--- src/rtl/uart_pkg.sv ---
// Shared UART definitions: receiver state encoding, frame constants and
// the bit-period helper used by both the RX and (later) TX paths.
package uart_pkg;

  typedef enum logic [2:0] {
    IDLE,
    START,
    DATA,
    STOP,
    WAIT_HIGH
  } rx_state_t;

  localparam int   UART_DATA_BITS = 8;
  localparam logic UART_IDLE      = 1'b1;

  // Whole clock cycles per bit; the fractional remainder is deliberately dropped.
  function automatic int clks_per_bit(input int clock_hz, input int baud);
    return clock_hz / baud;
  endfunction

endpackage

--- src/rtl/sync_fifo.sv ---
// Single-clock FIFO with an occupancy counter. Full/empty come from the
// count so that equal read/write pointers are never ambiguous. A push into
// a full FIFO is only accepted when a pop frees the slot in the same cycle;
// otherwise it is reported on o_drop and the contents stay untouched.
module sync_fifo #(
  parameter  int WIDTH = 8,
  parameter  int DEPTH = 16,
  localparam int PTR_W = $clog2(DEPTH),
  localparam int CNT_W = $clog2(DEPTH + 1)
) (
  input  logic             clock,
  input  logic             reset_n,
  input  logic             i_push,
  input  logic [WIDTH-1:0] i_push_data,
  input  logic             i_pop,
  output logic [WIDTH-1:0] o_head,
  output logic [CNT_W-1:0] o_count,
  output logic             o_drop
);

  logic [WIDTH-1:0] r_mem [DEPTH];
  logic [PTR_W-1:0] r_wrPtr;
  logic [PTR_W-1:0] r_rdPtr;
  logic [CNT_W-1:0] r_count;

  logic w_empty;
  logic w_full;
  logic w_doPop;
  logic w_doPush;

  assign w_empty  = (r_count == '0);
  assign w_full   = (r_count == CNT_W'(DEPTH));
  assign w_doPop  = i_pop && !w_empty;
  assign w_doPush = i_push && (!w_full || w_doPop);

  assign o_drop  = i_push && !w_doPush;
  assign o_head  = r_mem[r_rdPtr];
  assign o_count = r_count;

  // Storage and pointers; storage is cleared so the head reads zero after reset.
  always_ff @(posedge clock or negedge reset_n) begin
    if (!reset_n) begin
      r_wrPtr <= '0;
      r_rdPtr <= '0;
      for (int i = 0; i < DEPTH; i++) begin
        r_mem[i] <= '0;
      end
    end else begin
      if (w_doPush) begin
        r_mem[r_wrPtr] <= i_push_data;
        r_wrPtr        <= r_wrPtr + PTR_W'(1);
      end
      if (w_doPop) begin
        r_rdPtr <= r_rdPtr + PTR_W'(1);
      end
    end
  end

  // Occupancy: a simultaneous push and pop leaves the count unchanged.
  always_ff @(posedge clock or negedge reset_n) begin
    if (!reset_n) begin
      r_count <= '0;
    end else begin
      case ({w_doPush, w_doPop})
        2'b10:   r_count <= r_count + CNT_W'(1);
        2'b01:   r_count <= r_count - CNT_W'(1);
        default: r_count <= r_count;
      endcase
    end
  end

endmodule

--- src/rtl/uart_rx_fifo.sv ---
// 8N1 UART receiver feeding a byte FIFO drained by valid/ready. The line is
// synchronised, frames are decoded by mid-bit sampling, and two sticky flags
// report dropped bytes (overrun) and low stop bits (frame_error).
module uart_rx_fifo
  import uart_pkg::*;
#(
  parameter  int CLOCK_HZ   = 27_000_000,
  parameter  int BAUD       = 115_200,
  parameter  int FIFO_DEPTH = 16,
  localparam int CNT_W      = $clog2(FIFO_DEPTH + 1)
) (
  input  logic             clock,
  input  logic             reset_n,
  input  logic             uart_rx,
  output logic [7:0]       rd_data,
  output logic             rd_valid,
  input  logic             rd_ready,
  output logic [CNT_W-1:0] fifo_count,
  output logic             overrun,
  output logic             frame_error,
  input  logic             clear_err
);

  localparam int CLKS_PER_BIT = clks_per_bit(CLOCK_HZ, BAUD);
  localparam int BIT_CNT_W    = $clog2(CLKS_PER_BIT);
  localparam int IDX_W        = $clog2(UART_DATA_BITS);

  localparam logic [BIT_CNT_W-1:0] HALF_LAST = BIT_CNT_W'(CLKS_PER_BIT / 2 - 1);
  localparam logic [BIT_CNT_W-1:0] FULL_LAST = BIT_CNT_W'(CLKS_PER_BIT - 1);
  localparam logic [IDX_W-1:0]     LAST_IDX  = IDX_W'(UART_DATA_BITS - 1);

  logic                      r_rxMeta;
  logic                      r_rxS;
  rx_state_t                 r_state;
  logic [BIT_CNT_W-1:0]      r_bitCnt;
  logic [IDX_W-1:0]          r_bitIdx;
  logic [UART_DATA_BITS-1:0] r_shift;
  logic                      r_overrun;
  logic                      r_frameError;

  logic w_halfTick;
  logic w_fullTick;
  logic w_stopSample;
  logic w_push;
  logic w_badStop;
  logic w_drop;

  assign w_halfTick   = (r_bitCnt == HALF_LAST);
  assign w_fullTick   = (r_bitCnt == FULL_LAST);
  assign w_stopSample = (r_state == STOP) && w_fullTick;
  assign w_push       = w_stopSample && r_rxS;
  assign w_badStop    = w_stopSample && !r_rxS;

  // Two-flop synchroniser; resets to the idle line level so reset never looks like a start bit.
  always_ff @(posedge clock or negedge reset_n) begin
    if (!reset_n) begin
      r_rxMeta <= UART_IDLE;
      r_rxS    <= UART_IDLE;
    end else begin
      r_rxMeta <= uart_rx;
      r_rxS    <= r_rxMeta;
    end
  end

  // Frame decoder: the bit counter restarts on every state change or bit, and the FSM leaves STOP at mid-bit so a following start edge is never missed.
  always_ff @(posedge clock or negedge reset_n) begin
    if (!reset_n) begin
      r_state  <= IDLE;
      r_bitCnt <= '0;
      r_bitIdx <= '0;
      r_shift  <= '0;
    end else begin
      case (r_state)
        IDLE: begin
          r_bitCnt <= '0;
          if (!r_rxS) begin
            r_state <= START;
          end
        end
        START: begin
          if (w_halfTick) begin
            r_bitCnt <= '0;
            r_bitIdx <= '0;
            r_state  <= r_rxS ? IDLE : DATA;
          end else begin
            r_bitCnt <= r_bitCnt + BIT_CNT_W'(1);
          end
        end
        DATA: begin
          if (w_fullTick) begin
            r_bitCnt <= '0;
            r_shift  <= {r_rxS, r_shift[UART_DATA_BITS-1:1]};
            if (r_bitIdx == LAST_IDX) begin
              r_state <= STOP;
            end else begin
              r_bitIdx <= r_bitIdx + IDX_W'(1);
            end
          end else begin
            r_bitCnt <= r_bitCnt + BIT_CNT_W'(1);
          end
        end
        STOP: begin
          if (w_fullTick) begin
            r_bitCnt <= '0;
            r_state  <= r_rxS ? IDLE : WAIT_HIGH;
          end else begin
            r_bitCnt <= r_bitCnt + BIT_CNT_W'(1);
          end
        end
        WAIT_HIGH: begin
          r_bitCnt <= '0;
          if (r_rxS) begin
            r_state <= IDLE;
          end
        end
        default: begin
          r_state  <= IDLE;
          r_bitCnt <= '0;
        end
      endcase
    end
  end

  sync_fifo #(
    .WIDTH (UART_DATA_BITS),
    .DEPTH (FIFO_DEPTH)
  ) u_fifo (
    .clock       (clock),
    .reset_n     (reset_n),
    .i_push      (w_push),
    .i_push_data (r_shift),
    .i_pop       (rd_ready),
    .o_head      (rd_data),
    .o_count     (fifo_count),
    .o_drop      (w_drop)
  );

  assign rd_valid = (fifo_count != '0);

  // Sticky error flags; a new error in the same cycle as clear_err keeps the flag set.
  always_ff @(posedge clock or negedge reset_n) begin
    if (!reset_n) begin
      r_overrun    <= 1'b0;
      r_frameError <= 1'b0;
    end else begin
      if (w_drop) begin
        r_overrun <= 1'b1;
      end else if (clear_err) begin
        r_overrun <= 1'b0;
      end
      if (w_badStop) begin
        r_frameError <= 1'b1;
      end else if (clear_err) begin
        r_frameError <= 1'b0;
      end
    end
  end

  assign overrun     = r_overrun;
  assign frame_error = r_frameError;

endmodule
--- config.mk ---
export PLATFORM = sky130hd
export DESIGN_NAME = uart_rx_fifo
export DESIGN_NICKNAME = d
export VERILOG_FILES = /design/src/rtl/uart_pkg.sv /design/src/rtl/sync_fifo.sv /design/src/rtl/uart_rx_fifo.sv
export SDC_FILE = /design/constraint.sdc
export NUM_CORES = 1
export LEC_CHECK = 0
export ABC_AREA = 1
export ABC_CLOCK_PERIOD_IN_PS = 3400
export CORE_ASPECT_RATIO = 0.9
export CORE_MARGIN = 4
export CORE_UTILIZATION = 40
export DETAILED_ROUTE_END_ITERATION = 8
export MAX_ROUTING_LAYER = met4
export PLACE_DENSITY = 0.64
export SKIP_CTS_REPAIR_TIMING = 1
export SYNTH_ARGS = -nofsm -noshare
export SYNTH_HDL_FRONTEND = slang
export SYNTH_SLANG_ARGS = --single-unit
--- constraint.sdc ---
create_clock -name clock -period 3.4 [get_ports clock]
set_input_delay 0.34 -clock clock [delete_from_list [all_inputs] [get_ports clock]]
set_output_delay 0.34 -clock clock [all_outputs]
set_load 0.03 [all_outputs]
== Yosys cells after proc, flatten, opt, wreduce, memory -nomap -nowiden ==
Index checks and enable logic that the tools add are counted.
Word-level totals
  input bits: 5
  logic and storage cells: 104
  output and inout port bits: 16
  register bits after elaboration: 167
  bits in latches: 0
  memory bits (writable): 0
  memories: 0
  memory bits (read-only): 0
Cells by class
  multipliers: 0
  muxes and demuxes: 26
  divide/modulo/power cells: 0
  reduce and logical (&&, ||, !) cells: 23
  equal/unequal tests: 17
  bitwise operators: 2
  order comparisons: 3
  shift operators: 0
  add/subtract/negate cells: 6
Operators with widths (number)
  bitwise mux 128 bit: 1
  two-way mux 8 bit: 5
  binary-select mux 8 bit (select 4 bit): 1
  demux 8 bit (select 4 bit): 1
  two-way mux 3 bit: 10
  one-hot mux 8 bit (2 select lines): 1
  one-hot mux 3 bit (5 select lines): 1
  != test 2 bit (second input constant): 7
  >= comparator 5 bit (second input constant): 2
  inverter 4 -> 5 bit: 2
  one-hot mux 5 bit (2 select lines): 1
  adder 4 x 1 -> 4 bit (second input constant): 2
  adder 8 x 1 -> 8 bit (second input constant): 1
  equality test 8 x 7 -> 1 bit (second input constant): 1
  equality test 8 bit (second input constant): 1
  nonzero test 2 bit: 4
  logical AND 1 bit: 7
  equality test 3 x 2 -> 1 bit (second input constant): 2
  equality test 3 bit (second input constant): 2
  one-hot mux 3 bit (2 select lines): 1
  AND reduction 6 bit: 1
  adder 5 x 1 -> 5 bit (second input constant): 1
  equality test 5 bit (second input constant): 1
  logical NOT 5 bit: 1
  15 further kinds: 20

== Longest topological paths before layout ==
Gate-level depths: netlist of the first run.
  word-level depth: 8
  gate-level depth with buffers: 19
  mapped depth without buffers: 18

== By module ==
A second synthesis of the first run with hierarchy kept.
Second synthesis, totals
  cell total of the unflattened synthesis: 1238
  area, all modules: 9410.3 um^2
Modules (own cells, without submodules)
  sync_fifo: cells each 1077, area an instance 8044.0 um^2, instances 1, seq. area each 3528.4 um^2
  uart_rx_fifo: cells each 161, area an instance 1366.3 um^2, instances 1, seq. area each 653.1 um^2

== Worst setup path after synthesis of the first run ==
No wires, ideal clock.
  path kind: flip-flop to flip-flop
  start: register u_fifo.r_count[0] (netlist: u_fifo.o_count[0])
  end: register u_fifo.r_count[4] (netlist: u_fifo.o_count[4])
  library setup time: 0.066 ns
  path slack: 0.953 ns
  data required time: 3.334 ns
  cell stages (with the launch flop): 16
  period minus slack after synthesis: 2.447 ns
  buffers on the path: 0
  data arrival time: 2.381 ns
  cell sequence: dfrtp_1 > nor2_1 > nand3b_1 > nand2_1 > inv_1 > ha_1 > inv_1 > fa_1 > inv_1 > nand2_1 > nand2_1 > nand2_1 > a21o_1 > nand2_1 > nand2_1 > nand2_1
On the way
  cells in the longest elaborated chain, start to end: 7
  elaborated cells on any way between the ends: 13
  those cells by class: 2 x add/sub; 3 x eq/ne; 1 x mux; 7 x reduce/logical
Ends and longest elaborated chain
  start, declared: line sync_fifo.sv:24  | logic [CNT_W-1:0] r_count;
  start signal, assigned: line sync_fifo.sv:65  | 2'b10: r_count <= r_count + CNT_W'(1);
  start signal, assigned: line sync_fifo.sv:66  | 2'b01: r_count <= r_count - CNT_W'(1);
  start signal, assigned: line sync_fifo.sv:67  | default: r_count <= r_count;
  logical NOT 5 bit *: line sync_fifo.sv:31  | assign w_empty = (r_count == '0);
  logical NOT 1 bit *: line sync_fifo.sv:33  | assign w_doPop = i_pop && !w_empty;
  logical AND 1 bit *: line sync_fifo.sv:33
  via u_fifo.w_doPop: line sync_fifo.sv:28  | logic w_doPop;
  logical OR 1 bit: line sync_fifo.sv:34  | assign w_doPush = i_push && (!w_full || w_doPop);
  logical AND 1 bit: line sync_fifo.sv:34
  equality test 2 x 1 -> 1 bit / equality test 2 bit (equally long branches): line sync_fifo.sv:64  | case ({w_doPush, w_doPop})
  one-hot mux 5 bit (2 select lines) / nonzero test 2 bit (equally long branches)
The timed path passes the listed nets; every way through them passes the cells marked *.
A chain may end at the register's enable or synchronous reset.

== Worst setup path after layout of the first run ==
  start: register u_fifo.r_rdPtr[0]
  end: output port rd_data[4]
On the way
  cells in the longest elaborated chain, start to end: 4
Ends and longest elaborated chain
  start, declared: line sync_fifo.sv:23  | logic [PTR_W-1:0] r_rdPtr;
  start signal, assigned: line sync_fifo.sv:54  | r_rdPtr <= r_rdPtr + PTR_W'(1);
  inverter 4 -> 5 bit (implied by the code): line sync_fifo.sv:37  | assign o_head = r_mem[r_rdPtr];
  binary-select mux 8 bit (select 4 bit): line sync_fifo.sv:37
  two-way mux 8 bit (implied by the code) (2 in series): line sync_fifo.sv:37
  end, declared: line uart_rx_fifo.sv:15  | output logic [7:0] rd_data,
No other way between the ends. The select of a mux whose other input is x is not followed.

==> results of run 1 <==
==> registers in the layout (all words and copies together) (netlist names) <==
register        cells
r_state             3
u_fifo.r_rdPtr      4
u_fifo.o_count      5
r_bitIdx            3
r_bitCnt            8
u_fifo.r_mem      128
frame_error         1
r_rxS               1
u_fifo.r_wrPtr      4
overrun             1
r_rxMeta            1
r_shift             8
==> metrics by stage <==
stage / hold slack (ns) / cells / instance area [um2]
after floorplan: 0.0444 / 1090 / 8930
after global placement: 0.348 / 1340 / 9170
after detailed placement: 0.347 / 1340 / 9170
after CTS: 0.00131 / 1372 / 9740
after global routing: 0.0235 / 1372 / 9740
final: -0.0588 / 1372 / 9740
==> layer usage <==
metal | routed length (um) | share of wire [%] | GRT usage [%]
met2 | 10900 | 46 | 30.2
met1 | 11000 | 46 | 29.5
met3 | 1300 | 5.5 | 3.53
met5 | 0 | 0 | -
met4 | 451 | 1.9 | 5.90
==> power groups by stage <==
stage | Combinational (mW) | Sequential, mW | Clock (mW)
6_report | 0.0502 | 1.99 | 1.91
5_1_grt | 0.0596 | 1.99 | 2.02
4_1_cts | 0.0540 | 1.99 | 1.94
3_5_place_dp | 0.0540 | 2.03 | 0
3_3_place_gp | 0.0534 | 2.03 | 0
2_1_floorplan | 0.00207 | 2.03 | 0
==> layout make-up <==
type / instances / area (um2) / area share [%]
Clock buffer: 20 / 457 / 4.69
Clock inverter: 12 / 118 / 1.21
Inverter: 60 / 225 / 2.31
Multi-Input combinational cell: 788 / 4040 / 41.5
Sequential cell: 167 / 4180 / 42.9
Tap cell: 291 / 364 / 3.74
Timing Repair Buffer: 34 / 354 / 3.64
==> placed cells by master, fill, tap and decap left out, types with 13 or more instances in the layout <==
master / count
inv_1: 55
clkbuf_16: 17
a21oi_1: 19
nand4_1: 130
buf_4: 15
ha_1: 14
nand3_1: 35
dfrtp_1: 164
nand2_1: 334
clkdlybuf4s50_1: 13
nor2_1: 105
nand3_4: 15
o21ai_0: 74
o211ai_1: 29
==> cells in the mapped netlist <==
library cell,n
a21o_1,1
a21oi_1,19
a21oi_2,1
buf_1,7
buf_12,1
buf_2,9
buf_4,1
buf_8,15
clkbuf_1,42
clkinv_1,2
dfrtp_1,165
dfstp_2,2
fa_1,1
ha_1,14
inv_1,55
inv_2,3
nand2_1,334
nand2_2,3
nand3_1,35
nand3_4,15
nand3b_1,3
nand4_1,130
nor2_1,105
nor2_2,3
nor2_4,2
nor2_8,1
nor3_1,1
o211ai_1,29
o21ai_0,74
o21ai_1,1
o21bai_1,1
o22ai_1,2
xnor2_1,4
xor2_1,9
==> critical path: cells and delay by family, from the launching register on <==
family,cells,cell delay [ns]
AO/OA/AOI/OAI,2,0.30
flip-flops,1,0.54
AND/OR/NAND/NOR,2,0.23
buffers and inverters,3,1.08
==> cells by family after synthesis <==
kind of cell	synth area share, %
buffers and inverters	7.92
and+or+nand+nor	33.7
adders and majority gates	2.19
DFF	46.8
xor gates and xnor gates	1.28
AOI/OAI and AO/OA	8.11
==> worst paths after layout <==
check	cells after the start	endpoint	slack, ns
min in group clock	1	r_rxMeta$_DFF_PN1_	0.31
max in group asynchronous	2	r_rxMeta$_DFF_PN1_	2.50
hold / removal	1	r_bitCnt[5]$_DFF_PN0_	-0.06
hold reg to reg	0	r_rxS$_DFF_PN1_	0.36
setup reg to reg	10	u_fifo.r_mem[77]$_DFFE_PN0P_	0.85
setup / recovery	7	rd_data[4]	0.45
==> impl_metrics.toml, run 1 <==
[grt]
grt_max_degree = 149
grt_pass1_vias = 7135
grt_pass1_wl_mm = 39.0
grtUsageTotal_pct = 20.6
globalRouteOverflowTotal = 0
antenna_found_initial = 0

[clock_tree]
clockRootBuffer = "clkbuf_16"
clock_sinks = 167
clk_latency_ns = 0.44
htree_num_levels = 4
cts_tree = "built"
clockBufferDepth = 2
cts_buffers = 17
clk_pin_slew_ns = 0.07

[routing]
drt_first_iter_violations = 756
num_vias = 7518
antenna_left = 0
routed_wl_mm = 23.7
routedWlPerCell_um = 17.3
drtPass1Iterations = 5
route.detailed.drc = 0
viasPerCell = 5.48

[sta]
worst_pin_slew_ns = 1.04
min_period_ns = 2.95
grt_setup_unrepaired = "no"
hold_slack_ns = -0.0588
fin_skew_ns = 0.0108
setup_viol = 0
finalMaxSlewViolations = 0
max_freq_ghz = 0.339
totalNegativeSetupSlack_ns = 0
maxSlewHeadroom_pct = 30.8
final-hold-violation-count = 42
min_period_over_period_pct = 86.6
fin_ws_ns = 0.454

[worst_setup_path]
cp-startpoint = "u_fifo.r_rdPtr[0]$_DFFE_PN0P_"
cp.arrival_ns = 2.61
crit_type = "flop to output pin"
r2r-start = "r_bitCnt[1]$_DFF_PN0_"
path_max_fanout = 29
worst-endpoint-required_ns = 3.06
cp_slowest_cell = "clkdlybuf4s50_1"
end_kind = "output pin"
cp-start-kind = "flop"
crit_path_cell_trace = "inv_1 > buf_4 > o21ai_0 > o211ai_1 > nand3_1 > nand2_1 > clkdlybuf4s50_1"
slowest_delay_ns = 0.67

[placement]
io_buffers = 20
pre_cts_ws_ns = 0.839
routabilityCongestion = 0.913
hpwl_mm = 14.7

[floorplanning]
die_w_um = 165
start_util_pct = 40.9
die_height_um = 150
core_area_um2 = 21800
pin_count = 21
fp.dieArea_um2 = 24800
rows = 51

[power]
power.switching_mw = 0.900
internal-power_mw = 3.05
pwr-share-comb_pct = 1.3
cellPowerDensity_nw_per_um2 = 406
total_power_mw = 3.95
peakVddDrop_mv = 0.411
p_sw_share_pct = 22.8
pwr-share-clk_pct = 48.4
p_leak_nw = 4.76
power_frac_seq_pct = 50.3

[min_path]
worstHoldPathType = "primary input to asynchronous set/reset pin"

[synthesis]
ys_ff_latch = 167
synth.avg_cell_area_um2 = 8.19
synth.area.top_cells = "dfrtp_1 (46%), nand2_1 (14%), nand4_1 (9.1%), nor2_1 (4.4%), o21ai_0 (4.1%)"
yosysUniqueCellTypes = 34
yosysTopAreaCellShare_pct = 46.2
synth_warnings = 0
synth.largest_area_cell = "dfrtp_1"
synth_cells = 1090
syn-num-nets = 1110
ys_seq_area_share_pct = 46.8
syn_area_um2 = 8930

[run_status]
status = "finished with violations"
violations = "hold timing"

[layout]
n_fill_cell = 2150
area_growth_pct = 9.09
drive_gt1_share_pct = 7.68
final_util_pct = 44.6
n_antenna_cell = 0
nets = 1088

[run]
cap_violations = 0
(Power assumes the default switching activity.)
==> inputs of run 2 (changes only) <==
- GPL_TIMING_DRIVEN: default -> 0
==> run 2 against run 1 <==
  * Largest power group unchanged
  * Power increased by 1.6%
  * Global-route usage increased by 3.6 points
  * Hold slack improved by 0.014 ns
  * The run still ends with hold timing left
  * Register-to-register slack got worse by 0.21 ns
  * Largest cell class unchanged
==> impl_metrics.toml, run 2 (synthesis results as in run 1) <==
[floorplanning]
pin_count = 21
die_w_um = 165
rows = 51
start_util_pct = 40.9
die_height_um = 150
fp.dieArea_um2 = 24800
core_area_um2 = 21800

[worst_setup_path]
cp-start-kind = "flop"
cp_slowest_cell = "clkdlybuf4s50_1"
r2r_slack_ns = 0.64
worst-endpoint-required_ns = 3.06
crit_family = "buffers and inverters"
r2r_cells = 17
path_common_cell = "buf_2"
cp.arrival_ns = 2.96
r2r-start = "r_bitCnt[1]$_DFF_PN0_"
crit_path_cell_trace = "buf_2 > inv_1 > buf_2 > buf_2 > nor2_1 > o211ai_1 > nand3_1 > nand2_1 > clkdlybuf4s50_1"
reg2reg_to = "u_fifo.o_count[4]$_DFFE_PN0P_"
path_max_fanout = 10
slowest_delay_ns = 0.67
crit_type = "flop to output pin"
end_kind = "output pin"
worstPathBufferInverterCount = 5

[sta]
fin_skew_ns = 0.00728
setup_viol = 0
maxSlewHeadroom_pct = 33.8
max_freq_ghz = 0.303
grt_setup_unrepaired = "no"
min_period_ns = 3.30
worst_pin_slew_ns = 0.993
final-hold-violation-count = 70
min_period_over_period_pct = 97.1
fin_ws_ns = 0.0980
finalMaxSlewViolations = 0
hold_slack_ns = -0.0447

[layout]
largest_register = "u_fifo.r_mem"
postLayoutCellArea_um2 = 10100
drive_gt1_share_pct = 7.79
final_cell_mix = "nand2_1 (334), dfrtp_1 (165), nand4_1 (130)"
largest_reg_flops = 128
nets = 1150
largestRegisters = "u_fifo.r_mem: 128 flops, r_bitCnt: 8 flops, r_shift: 8 flops"
final_common_cell = "nand2_1"
area_growth_pct = 13.4
fin_cells = 1434
n_antenna_cell = 0

[min_path]
worstHoldPathType = "primary input to asynchronous set/reset pin"

[placement]
dpl_cell_area_um2 = 9530
hpwl_mm = 19.3
dp.cells = 1402
routabilityCongestion = 0.976
pre_cts_ws_ns = 0.404
io_buffers = 20

[routing]
viasPerCell = 5.61
drtPass1Iterations = 5
antenna_left = 0
drt_first_iter_violations = 880
num_vias = 8046
route.detailed.drc = 0
routedWlPerCell_um = 19.3
routed_wl_mm = 27.7

[grt]
antenna_found_initial = 0
grt_pass1_wl_mm = 44.2
globalRouteOverflowTotal = 0
grt_max_degree = 103
grt_pass1_vias = 7758
grtUsageTotal_pct = 24.2

[clock_tree]
cts_tree = "built"
clk_latency_ns = 0.44
htree_num_levels = 4
clk_pin_slew_ns = 0.07
cts_buffers = 17
clockRootBuffer = "clkbuf_16"
clockBufferDepth = 2
clock_sinks = 167

[run_status]
status = "finished with violations"
violations = "hold timing"

[run]
cap_violations = 0

[power]
cellPowerDensity_nw_per_um2 = 397
pwr-share-clk_pct = 49.2
power.switching_mw = 0.893
p_leak_nw = 4.99
pwr-share-comb_pct = 1.2
internal-power_mw = 3.12
p_sw_share_pct = 22.2
power_frac_seq_pct = 49.5
peakVddDrop_mv = 0.323
total_power_mw = 4.02
[run 2: per-stage QoR]
stage,TNS (ns),hold slack [ns],util (%)
2_1_floorplan,0,0.0444,-
3_3_place_gp,-864.92,0.348,43.5
3_5_place_dp,0,0.347,43.6
4_1_cts,0,-0.0116,46.3
5_1_grt,0,0.0181,46.4
6_report,0,-0.0447,46.4
[run 2: metal layers]
layer | track usage, % | vias to the layer above | wire length, um
li1 | - | 3761 | -
met1 | 34.3 | 3879 | 12600
met2 | 33.8 | 334 | 12000
met3 | 5.10 | 72 | 2190
met4 | 9.69 | 0 | 949
met5 | - | - | 0
[run 2: worst max-delay path by stage]
stage,startpoint,end,slack (ns),cells after the start
2_1_floorplan,u_fifo.o_count[0]$_DFFE_PN0P_,u_fifo.o_count[4]$_DFFE_PN0P_,0.95,15
3_3_place_gp,reset_n,u_fifo.r_mem[11]$_DFFE_PN0P_,-5.22,1
3_5_place_dp,rd_ready,u_fifo.o_count[4]$_DFFE_PN0P_,0.40,16
4_1_cts,u_fifo.r_rdPtr[0]$_DFFE_PN0P_,rd_data[1],0.06,9
5_1_grt,u_fifo.r_rdPtr[0]$_DFFE_PN0P_,rd_data[6],0.006,9
6_report,u_fifo.r_rdPtr[0]$_DFFE_PN0P_,rd_data[6],0.1,9
[run 2: cell type report]
cell class / count / area [um2]
fill: 2175 / 11700
sequential: 167 / 4180
multi-input combinational: 788 / 4040
buffer: 75 / 484
clock buffer: 22 / 464
tap: 291 / 364
timing repair buffer: 21 / 245
inverter: 60 / 225
clock inverter: 10 / 121
[run 2: power groups by stage]
stage	registers, mW	logic [mW]	clock network, mW
2_1_floorplan	2.03	0.00207	0
3_3_place_gp	2.03	0.0490	0
3_5_place_dp	2.03	0.0542	0
4_1_cts	1.99	0.0545	2.00
5_1_grt	1.99	0.0598	2.08
6_report	1.99	0.0502	1.98
==> edit 1: new RTL, settings of run 2 <==
Re-encode `rx_state_t` (5 states) as one-hot, 5 bits wide.
--- a/src/rtl/uart_pkg.sv
+++ b/src/rtl/uart_pkg.sv
@@ -2,12 +2,12 @@
 // the bit-period helper used by both the RX and (later) TX paths.
 package uart_pkg;
 
-  typedef enum logic [2:0] {
-    IDLE,
-    START,
-    DATA,
-    STOP,
-    WAIT_HIGH
+  typedef enum logic [4:0] {
+    IDLE      = 5'b00001,
+    START     = 5'b00010,
+    DATA      = 5'b00100,
+    STOP      = 5'b01000,
+    WAIT_HIGH = 5'b10000
   } rx_state_t;
 
   localparam int   UART_DATA_BITS = 8;
Check against the original RTL: same outputs for any inputs over 10 cycles, from zero or initial values and one cycle with reset_n low; not proved beyond that.
==> edit 1 against run 2 <==
- fmax hardly changed
- die area is 2.7% lower
- routed wire length is 5.7% lower
- sequential cell count is 2 higher
- via count is 3.4% lower
- cell area is 2.5% lower
- critical path depth is 2 lower
- clock skew is 3.6 ps higher
- first-iteration DRC count is 3.6% higher
- worst setup slack hardly changed
- synthesized area is 2.9% lower
- highest routed layer unchanged
Power is not compared: it rests on default switching activity, and its combinational part moved more than twofold at a synthesized area within 25%.
==> edit 1: results (changes against run 2) <==
| Metric | Value |
|---|---|
| Clk Latency, worst-skew pair | 440 ps (about the same) |
| Worst r2r path cells | 16 (-1) |
| Int Pwr | 3270 uW |
| Post-DP Area | 0.00926 mm^2 (-2.7%) |
| Worst slew margin | 0.374 (+0.0355) |
| CTS buffer count | 17 (unchanged) |
| Area Growth Syn to Fin | 13.9% |
| Vias in the first global route | 7333 (-5.5%) |
| Top cells by count, synth | nand2_1, dfrtp_1, nand3_1 |
| Per-instance average area after synthesis | 7.94 um^2 (-3.1%) |
| Place WS | 109 ps (-295 ps) |
| Drt pass-1 iters | 6 (+1) |
| N_diodes | 0 (unchanged) |
| Met1 Wirelength | 11900 um (-5.5%) |
| Final GP Congestion | 0.950 (-2.6%) |
| Mapped Nets | 1113 (+0.27%) |
| GRT Total Usage | 0.231 (-0.0114) |
| Synthesis warning total | 0 (unchanged) |
| Worst endpoint data arrival time | 2960 ps (about the same) |
| Crit Reg-Reg Endpoint | u_fifo.o_count[4] |
| Vias per cell | 5.43 (-3.2%) |
| Metal2 WL | 11300 um (-5.4%) |
| Status | complete, no violations |
| Initial DRC Count | 912 (+3.6%) |
| Fraction of layout cells with a size suffix above 1 | 0.0742 (-0.00369) |
| First-pass GRT wire length | 41800 um (-5.6%) |
| Largest net degree at the start of global routing | 93 (-9.7%) |
| HPWL Detailed | 18100 um (-6.2%) |
| Synth area leaders | dfrtp_1, nand2_1, nand3_1, nor2_1, o21ai_0 |
| Grt total ovfl | 0 (unchanged) |
| Final std cells w/o fill | 1432 (-0.14%) |
| Average wire per standard cell | 18.2 um (-5.6%) |
| Root buf cell | clkbuf_16 |
| Netlist cell types | 29 (-15%) |
| Clk_skew | 10.9 ps (+3.59 ps) |
| Metal3 WL | 2080 um (-5.0%) |
| NumNets Final | 1153 (+0.26%) |
| Worst setup path endpoint | rd_data[4] |
| Register area share after synthesis | 0.488 (+0.0197) |
| Worst hold path type | in2reg |
| Flop-to-flop setup slack | 280 ps (-360 ps) |
| Fill cells | 2066 (-5.0%) |
| Worst VDD drop | between 0.3 and 0.4 mV |
| Max Clock Freq | 303 MHz (about the same) |
| Critical Path Fanout Max | 10 (unchanged) |
[edit 1: per-layer routing]
layer	track usage	up-vias
met5	-	-
met3	0.0499	61
met1	0.329	3718
met4	0.0797	0
met2	0.325	328
li1	-	3669
[edit 1: area by class of cell]
cell class	instances	share of cell area
plain buffers	58	0.0318
well taps	286	0.0362
clock buffers	20	0.0462
inverters	58	0.0220
clock inverters	12	0.0143
repair buffers	22	0.0246
flip-flops and latches	169	0.429
multi-input cells	807	0.396
[edit 1: cells by family after synthesis]
family                     count (synthesis)  synth area share
and+or+nand+nor                          651             0.332
adders and majority gates                 15            0.0225
buffers and inverters                    117            0.0609
DFF                                      169             0.488
AOI/OAI and AO/OA                        127            0.0827
xor gates and xnor gates                  14            0.0141
[edit 1: power by group through the flow]
stage	Sequential, uW	Combinational [uW]	Clock [uW]
floorplan	2110	214	0
global placement	2120	306	0
detailed placement	2120	310	0
CTS	2080	311	2020
global route	2080	363	2110
finish	2080	309	2000
[edit 1: how the worst min path moves through the flow]
stage / slack [ps] / startpoint / cells past startpoint / end
global placement: 350 / r_rxMeta / 0 / r_rxS
detailed placement: 350 / r_rxMeta / 0 / r_rxS
floorplan: 40 / reset_n / 0 / frame_error
global route: 310 / uart_rx / 1 / r_rxMeta
CTS: -100 / reset_n / 1 / r_bitIdx[2]
finish: 310 / uart_rx / 1 / r_rxMeta
[edit 1: worst register-to-register path: cells and delay by family (launching register included)]
| family | cells | cell delay, ps |
|---|---|---|
| xor+xnor | 1 | 160 |
| fa+ha+maj | 3 | 930 |
| buf+inv | 2 | 360 |
| compound gates | 1 | 140 |
| flops | 1 | 390 |
| simple gates | 9 | 1070 |
==> edit 2: new RTL, settings of run 2 <==
Made on the original files. The parameter `BAUD` goes from 115_200 to 57_600.
--- a/src/rtl/uart_rx_fifo.sv
+++ b/src/rtl/uart_rx_fifo.sv
@@ -5,7 +5,7 @@
   import uart_pkg::*;
 #(
   parameter  int CLOCK_HZ   = 27_000_000,
-  parameter  int BAUD       = 115_200,
+  parameter  int BAUD       = 57_600,
   parameter  int FIFO_DEPTH = 16,
   localparam int CNT_W      = $clog2(FIFO_DEPTH + 1)
 ) (
Check against the original RTL: no difference found for any inputs over 10 cycles, from zero or initial values and one cycle with reset_n low; that may be too few to reach the edited logic, so the function may still have changed.
==> edit 2 against run 2 <==
- sequential cell count up 1
- cell count increased by 0.56%
- first-iteration DRC count up 3.1%
- routed wire length fell by 3.3%
- cell area shrank 3.3%
- synthesized area decreased by 4.2%
- die area shrank 4.0%
- worst setup slack worse by 49 ps
Power is not compared: it rests on default switching activity, and its combinational part moved more than twofold at a synthesized area within 25%.
==> edit 2: results (changes against run 2) <==
| Metric | Value |
|---|---|
| Synth area leaders | dfrtp_1, nand2_1, nand3_1, nor2_1, o21ai_0 |
| Fill cells | 2147 (-1.3%) |
| FFs w/ async S/R, synth | 1.00 (unchanged) |
| Highest Signal Layer | met4 |
| Final GP Congestion | 0.948 (-2.8%) |
| Vias in the first global route | 7395 (-4.7%) |
| Status | complete, no violations |
| Drt pass-1 iters | 5 (unchanged) |
| Met1 Wirelength | 12500 um (-1.2%) |
| Average wire per standard cell | 18.6 um (-3.9%) |
| GRT Total Usage | 0.239 (-0.00258) |
| Clk_skew | 10.2 ps (+2.92 ps) |
| Metal3 WL | 1880 um (-14%) |
| Worst VDD drop | around 0.35 mV |
| Largest registers | u_fifo.r_mem x128, r_bitCnt x9, r_shift x8 |
| Register area share after synthesis | 0.492 (+0.0237) |
| Post-DP Area | 0.00914 mm^2 (-4.0%) |
| Top cells by count, synth | nand2_1, nand3_1, dfrtp_1 |
| Detailed-route via count | 7740 (-3.8%) |
| Netlist cell types | 29 (-15%) |
| First-pass GRT wire length | 42600 um (-3.7%) |
| DRC Markers | 0 (unchanged) |
| Worst hold path type | in2reg |
| NumNets Final | 1162 (+1.0%) |
| Fraction of layout cells with a size suffix above 1 | 0.0727 (-0.00520) |
| Initial antenna violation count | 0 (unchanged) |
| Worst-margin pin slew | 829 ps (-164 ps) |
| Metal2 WL | 11800 um (-1.5%) |
| Clk Latency, worst-skew pair | 440 ps (about the same) |
| CTS Buffer Depth | 2 (unchanged) |
| Worst endpoint data arrival time | 3010 ps (+50 ps) |
| HPWL Detailed | 18400 um (-4.5%) |
| Initial DRC Count | 907 (+3.1%) |
| Largest net degree at the start of global routing | 119 (+16%) |
| IO buf count | 20 (unchanged) |
==> edit 2: final cells by class <==
| type | count | area share |
|---|---|---|
| sequential | 168 | 0.430 |
| inverter | 39 | 0.0153 |
| clock inverter | 9 | 0.0143 |
| buffer | 58 | 0.0300 |
| timing repair buffer | 22 | 0.0261 |
| tap | 286 | 0.0365 |
| multi-input combinational | 837 | 0.399 |
| clock buffer | 23 | 0.0488 |
==> edit 2: final timing paths <==
path	start	endpoint	slack, ps	cells past startpoint
max	u_fifo.r_rdPtr[0]	rd_data[4]	50	7
min	uart_rx	r_rxMeta	300	1
max reg2reg	r_bitCnt[0]	u_fifo.o_count[4]	310	15
min reg2reg	r_rxMeta	r_rxS	360	0
max in group asynchronous	reset_n	u_fifo.r_mem[90]	2040	3
min in group asynchronous	reset_n	u_fifo.r_mem[43]	400	2
==> edit 2: metal layers <==
metal	track usage	up-vias
met1	0.339	3716
met2	0.347	280
met3	0.0488	57
li1	-	3687
met5	-	-
met4	0.0753	0
==> edit 2: metrics by stage <==
step | worst slack, ps | util | total power (uW) | instances
floorplan | 883 | - | 3590 | 1103
global placement | -5280 | 0.436 | 4510 | 1409
detailed placement | 343 | 0.437 | 4520 | 1410
CTS | -186 | 0.467 | 6590 | 1442
global route | -3.00 | 0.469 | 6940 | 1442
finish | 49.0 | 0.469 | 6620 | 1442
==> edit 2: logic make-up after synthesis <==
family / synth area share
AOI/OAI and AO/OA: 0.0600
xor gates and xnor gates: 0.0123
adders and majority gates: 0.0214
buffers and inverters: 0.0506
DFF: 0.492
and+or+nand+nor: 0.364
==> edit 2: power by group through the flow <==
stage | clock (uW) | combinational [uW] | sequential, uW
after floorplan | 0 | 1390 | 2200
after global placement | 0 | 2350 | 2160
after detailed placement | 0 | 2370 | 2160
after CTS | 2090 | 2380 | 2120
after global routing | 2180 | 2610 | 2150
final | 2070 | 2410 | 2140
